## src/rtl/instr_seq.sv

```systemverilog
// Four-phase instruction sequencer/decoder: Q1-Q4 phase counter, instruction
// register, combinational decode and phase-gated strobes for ALU, register file, PC and stack.
module instr_seq (
    input  logic        clk,
    input  logic        rst,
    input  logic [13:0] prog_data,
    input  logic        alu_out_z,
    input  logic        alu_bit_test_res,
    output logic [1:0]  q_phase,
    output logic [3:0]  alu_op,
    output logic        alu_d,
    output logic        alu_d_wr_en,
    output logic        alu_status_wr_en,
    output logic        lf_sel_lit,
    output logic [7:0]  literal,
    output logic [6:0]  rf_addr,
    output logic        rf_rd_en,
    output logic [2:0]  bit_idx,
    output logic        bit_wr_en,
    output logic        bit_val,
    output logic        pc_inc,
    output logic        pc_load,
    output logic [10:0] pc_load_addr,
    output logic        stack_push,
    output logic        stack_pop
);

    localparam logic [3:0] alu_op_add    = 4'd0;
    localparam logic [3:0] alu_op_sub    = 4'd1;
    localparam logic [3:0] alu_op_and    = 4'd2;
    localparam logic [3:0] alu_op_or     = 4'd3;
    localparam logic [3:0] alu_op_xor    = 4'd4;
    localparam logic [3:0] alu_op_com    = 4'd5;
    localparam logic [3:0] alu_op_inc    = 4'd6;
    localparam logic [3:0] alu_op_dec    = 4'd7;
    localparam logic [3:0] alu_op_rrf    = 4'd8;
    localparam logic [3:0] alu_op_rlf    = 4'd9;
    localparam logic [3:0] alu_op_swapf  = 4'd10;
    localparam logic [3:0] alu_op_passlf = 4'd11;
    localparam logic [3:0] alu_op_passw  = 4'd12;
    localparam logic [3:0] alu_op_clr    = 4'd13;

    typedef enum logic [1:0] {Q1 = 2'd0, Q2 = 2'd1, Q3 = 2'd2, Q4 = 2'd3} phase_t;

    phase_t      q_q;
    logic [13:0] ir_q;
    logic        flush_q;
    logic        flush_d;

    logic [3:0]  op;
    logic        d, lit_sel, rd, wr, st, bw, bset, ld, push, pop;
    logic        skip_z, skip_bc, skip_bs;

    always_comb begin
        op      = alu_op_add;
        d       = 1'b0;
        lit_sel = 1'b0;
        rd      = 1'b0;
        wr      = 1'b0;
        st      = 1'b0;
        bw      = 1'b0;
        bset    = 1'b0;
        ld      = 1'b0;
        push    = 1'b0;
        pop     = 1'b0;
        skip_z  = 1'b0;
        skip_bc = 1'b0;
        skip_bs = 1'b0;
        unique case (ir_q[13:12])
            2'b00: begin
                if (ir_q[11:8] == 4'b0000) begin
                    if (ir_q[7]) begin
                        op = alu_op_passw;
                        d  = 1'b1;
                        rd = 1'b1;
                        wr = 1'b1;
                    end else if (ir_q == 14'h0008) begin
                        pop = 1'b1;
                    end
                end else begin
                    rd = 1'b1;
                    wr = 1'b1;
                    st = 1'b1;
                    d  = ir_q[7];
                    unique case (ir_q[11:8])
                        4'b0001: op = alu_op_clr;
                        4'b0010: op = alu_op_sub;
                        4'b0011: op = alu_op_dec;
                        4'b0100: op = alu_op_or;
                        4'b0101: op = alu_op_and;
                        4'b0110: op = alu_op_xor;
                        4'b0111: op = alu_op_add;
                        4'b1000: op = alu_op_passlf;
                        4'b1001: op = alu_op_com;
                        4'b1010: op = alu_op_inc;
                        4'b1011: begin op = alu_op_dec; st = 1'b0; skip_z = 1'b1; end
                        4'b1100: op = alu_op_rrf;
                        4'b1101: op = alu_op_rlf;
                        4'b1110: begin op = alu_op_swapf; st = 1'b0; end
                        4'b1111: begin op = alu_op_inc; st = 1'b0; skip_z = 1'b1; end
                        default: op = alu_op_add;
                    endcase
                end
            end
            2'b01: begin
                rd = 1'b1;
                unique case (ir_q[11:10])
                    2'b00: bw = 1'b1;
                    2'b01: begin bw = 1'b1; bset = 1'b1; end
                    2'b10: skip_bc = 1'b1;
                    2'b11: skip_bs = 1'b1;
                endcase
            end
            2'b10: begin
                ld   = 1'b1;
                push = ~ir_q[11];
            end
            2'b11: begin
                unique casez (ir_q[11:8])
                    4'b00??: begin op = alu_op_passlf; lit_sel = 1'b1; wr = 1'b1; end
                    4'b01??: begin op = alu_op_passlf; lit_sel = 1'b1; wr = 1'b1; pop = 1'b1; end
                    4'b1000: begin op = alu_op_or;  lit_sel = 1'b1; wr = 1'b1; st = 1'b1; end
                    4'b1001: begin op = alu_op_and; lit_sel = 1'b1; wr = 1'b1; st = 1'b1; end
                    4'b1010: begin op = alu_op_xor; lit_sel = 1'b1; wr = 1'b1; st = 1'b1; end
                    4'b110?: begin op = alu_op_sub; lit_sel = 1'b1; wr = 1'b1; st = 1'b1; end
                    4'b111?: begin op = alu_op_add; lit_sel = 1'b1; wr = 1'b1; st = 1'b1; end
                    default: op = alu_op_add;
                endcase
            end
        endcase
    end

    assign flush_d = (skip_z & alu_out_z) | (skip_bc & ~alu_bit_test_res)
                   | (skip_bs & alu_bit_test_res) | ld | pop;

    // flush is captured with the skip inputs at the Q3 edge and consumed at the Q4 edge
    always_ff @(posedge clk or posedge rst) begin
        if (rst) begin
            q_q     <= Q1;
            ir_q    <= '0;
            flush_q <= 1'b0;
        end else begin
            unique case (q_q)
                Q1: q_q <= Q2;
                Q2: q_q <= Q3;
                Q3: q_q <= Q4;
                Q4: q_q <= Q1;
            endcase
            if (q_q == Q3) flush_q <= flush_d;
            if (q_q == Q4) ir_q <= flush_q ? '0 : prog_data;
        end
    end

    assign q_phase          = q_q;
    assign alu_op           = op;
    assign alu_d            = d;
    assign lf_sel_lit       = lit_sel;
    assign literal          = ir_q[7:0];
    assign rf_addr          = ir_q[6:0];
    assign bit_idx          = ir_q[9:7];
    assign pc_load_addr     = ir_q[10:0];
    assign rf_rd_en         = rd & (q_q == Q2);
    assign alu_d_wr_en      = wr & (q_q == Q3);
    assign alu_status_wr_en = st & (q_q == Q3);
    assign bit_wr_en        = bw & (q_q == Q3);
    assign bit_val          = bset & (q_q == Q3);
    assign pc_load          = ld & (q_q == Q4);
    assign pc_inc           = ~ld & (q_q == Q4);
    assign stack_push       = push & (q_q == Q4);
    assign stack_pop        = pop & (q_q == Q4);

endmodule
```

## config.mk

```make
export PLATFORM = sky130hd
export DESIGN_NAME = instr_seq
export DESIGN_NICKNAME = d
export VERILOG_FILES = /design/src/rtl/instr_seq.sv
export SDC_FILE = /design/constraint.sdc
export NUM_CORES = 1
export LEC_CHECK = 0
export BUFFER_PORTS_ARGS = -buffer_cell sky130_fd_sc_hd__clkbuf_2
export CAP_MARGIN = 20
export CELL_PAD_IN_SITES_DETAIL_PLACEMENT = 0
export CELL_PAD_IN_SITES_GLOBAL_PLACEMENT = 2
export CORE_ASPECT_RATIO = 0.9
export CORE_UTILIZATION = 25
export DETAILED_ROUTE_END_ITERATION = 6
export PLACE_DENSITY = 0.87
export SKIP_CTS_REPAIR_TIMING = 1
export SLEW_MARGIN = 40
export SYNTH_ARGS = -nofsm -noshare
export SYNTH_HDL_FRONTEND = slang
export SYNTH_SLANG_ARGS = --single-unit
export TNS_END_PERCENT = 5
```

## constraint.sdc

```tcl
create_clock -name clk -period 1.8 [get_ports clk]
set_input_delay 0.18 -clock clk [delete_from_list [all_inputs] [get_ports clk]]
set_output_delay 0.18 -clock clk [all_outputs]
set_load 0.02 [all_outputs]
```

==> impl_metrics.tcl <==
set metrics [dict create \
    outcome "complete, but fails checks" \
    violations "hold timing, setup timing" \
    antenna_found_initial 0 \
    cp_slowest_stage_delay_ns 0.44 \
    fin_crit_sh 1.052 \
    nFillCells 581 \
    wl_per_cell_um 12.95 \
    cp.buffers_inverters 3 \
    clk_path_buf_depth 2 \
    syn-num-nets 196 \
    synth-adder-area-share 0.07098 \
    ys_ff_latch 17 \
    powerDensity_nw_per_um2 862.5 \
    die_h_um 73.25 \
    skew_ns 0.001224 \
    p_leak_nw 0.8893 \
    drt_iter0_drc 133 \
    synth-xor-area-share 0.006211 \
    final_common_cell "clkbuf_2" \
    initial_utilization 0.2636 \
    synth_compound_area_frac 0.1996 \
    ant_nets 0 \
    hold_class "input pin to asynchronous set/reset pin" \
    path_clk_slew_ns 0.06 \
    synth-edff-count 0 \
    die_area_um2 5945 \
    syn_area_um2 1410 \
    grt_max_degree 18 \
    setup_slack_ns -0.09325 \
    critPathRequiredTime_ns 1.62 \
    rsz0062_at_grt "true" \
    synth_top_family_by_area "buffers and inverters" \
    final_hold_viol_count 17 \
    cts_tree "built" \
    yosys.area_share.simple 0.1713 \
    clkSinkCount 17 \
    stdcell_area_um2 1785 \
    synth_ff_type "dfrtp_1" \
    cp_cell_sequence "inv_2, ha_4, buf_6, nor3b_2, nand4_1, o31ai_2, and2_1, buf_6" \
    async_flop_share 1.000 \
    r2r_end "flush_q$_DFFE_PP0P_" \
    yosysSeqAreaShare 0.3017 \
    worst_pin_slew_ns 0.6386 \
    portBuffers 63 \
    mostFrequentLayoutCells "55 x clkbuf_2, 23 x buf_4, 18 x nand2_1" \
    grt_remaining_overflow 0 \
    core_um2 5349 \
    antennaDiodeCount 0 \
    drc_errors 0 \
    pre_cts_slack_ns 0.08296 \
    final_core_util 0.3338 \
    layout.nets 244 \
    htree_num_levels 1 \
    dpl_cell_area_um2 1627 \
    drt-vias-per-instance 4.482 \
    worst_path_max_delay_cell "dfrtp_2" \
    gp_congestion 0.8523 \
    grt_pass1_vias 1148 \
    layout-drive-gt1-share 0.4839 \
    critical_path.top_delay_family "simple AND/OR/NAND/NOR gates" \
    reg2regPathDepth 7 \
    grt_pass1_wl_um 5616 \
    maxSlewViolCount 0 \
    ir_drop_mv 0.2970 \
    firstDrtPassIters 4 \
    finalSetupViolCount 6 \
    synth_mux_area_frac 0 \
    reg2reg_from "ir_q[13]$_DFFE_PP0P_" \
    synthCells 170 \
    ys_types 39 \
    area_growth_pct 26.62 \
    slew_headroom 0.5738 \
    vias 1273 \
    max-cap-violations 0 \
    wirelength_um 3678 \
    worstPathMaxFanout 6 \
    worst_setup_path_end_kind "primary output" \
    synth_warnings 0 \
    whs_ns -0.008607 \
    avgSynthCellArea_um2 8.295 \
    reg2reg_slack_ns 0.24 \
    cts_root_buffer "clkbuf_8" \
    dp_hpwl_um 2864 \
    start_kind "register" \
    num_io_pins 64 \
    period_minus_slack_ns 1.893 \
    arrival_ns 1.71 \
    max_freq_ghz 0.5282 \
    total_power_mw 1.540 \
    insertion_delay_ns 0.25 \
    gr-usage-all-layers 0.1259 \
    die_w_um 81.17 \
    num_rows 25 \
    setup_tns_ns -0.4078 \
    cts_buffers 3 \
    path_common_cell "buf_6" \
    path_class "register to primary output" \
]
==> cells by family (layout without fill, tap and decap cells) <==
kind of cell / after synthesis / after routing
xor gates and xnor gates: 1 / 1
buffers and inverters: 57 / 104
AOI/OAI and AO/OA: 42 / 42
and+or+nand+nor: 45 / 45
adders and majority gates: 8 / 8
DFF: 17 / 17
==> worst max path at each step <==
stage / endpoint / startpoint / depth (start not counted)
3_5_place_dp: stack_pop / ir_q[12]$_DFFE_PP0P_ / 8
2_1_floorplan: alu_op[0] / ir_q[12]$_DFFE_PP0P_ / 7
5_1_grt: alu_op[2] / ir_q[12]$_DFFE_PP0P_ / 7
3_3_place_gp: alu_op[2] / ir_q[12]$_DFFE_PP0P_ / 6
6_report: stack_pop / ir_q[12]$_DFFE_PP0P_ / 8
4_1_cts: stack_pop / ir_q[12]$_DFFE_PP0P_ / 8
==> registers in the layout, indices dropped and copies added (netlist names) <==
name     cells
flush_q      1
q_phase      2
ir_q        14
==> report_power, final <==
group	switching, mW	total, mW	internal, mW	leakage (nW)
Combinational	0.443	0.764	0.321	0.658
Sequential	0.0656	0.497	0.432	0.209
Clock	0.122	0.279	0.157	0.0228
Total	0.631	1.54	0.909	0.889
==> stage by stage <==
step	hold WS (ns)	instances
after CTS	0.02340	278
after global placement	0.2939	274
after floorplan	0.1061	170
final	-0.008607	284
after global routing	0.06063	284
after detailed placement	0.2917	274
==> synth_stat cells, drive strengths merged, types with 2 or more instances <==
cell type | count | area share
o21ai | 15 | 0.053
a31oi | 4 | 0.018
nor2b | 3 | 0.019
o22ai | 5 | 0.022
nand2 | 19 | 0.051
nand2b | 2 | 0.0089
a21oi | 5 | 0.018
nor3b | 2 | 0.011
nand3 | 2 | 0.0071
dfrtp | 17 | 0.30
ha | 8 | 0.071
and2 | 4 | 0.018
o211ai | 2 | 0.011
nor2 | 5 | 0.013
nor3 | 2 | 0.011
inv | 18 | 0.048
buf | 36 | 0.19
a22oi | 3 | 0.016
clkbuf | 3 | 0.0080
==> layer usage <==
metal | track usage | wire length (um) | vias to the layer above
met1 | 0.1674 | 1682 | 593
li1 | - | - | 636
met4 | 0.02381 | 18 | 0
met2 | 0.2035 | 1766 | 42
met5 | 0 | 0 | -
met3 | 0.03602 | 211 | 2
==> cell type report <==
class	count	area (um^2)	area share
Sequential cell	17	426.7	0.2390
Clock buffer	4	45.04	0.02523
Timing Repair Buffer	82	480.5	0.2691
Multi-Input combinational cell	96	681.9	0.3819
Inverter	18	67.56	0.03784
Tap cell	67	83.83	0.04695
(Power assumes the default switching activity.)
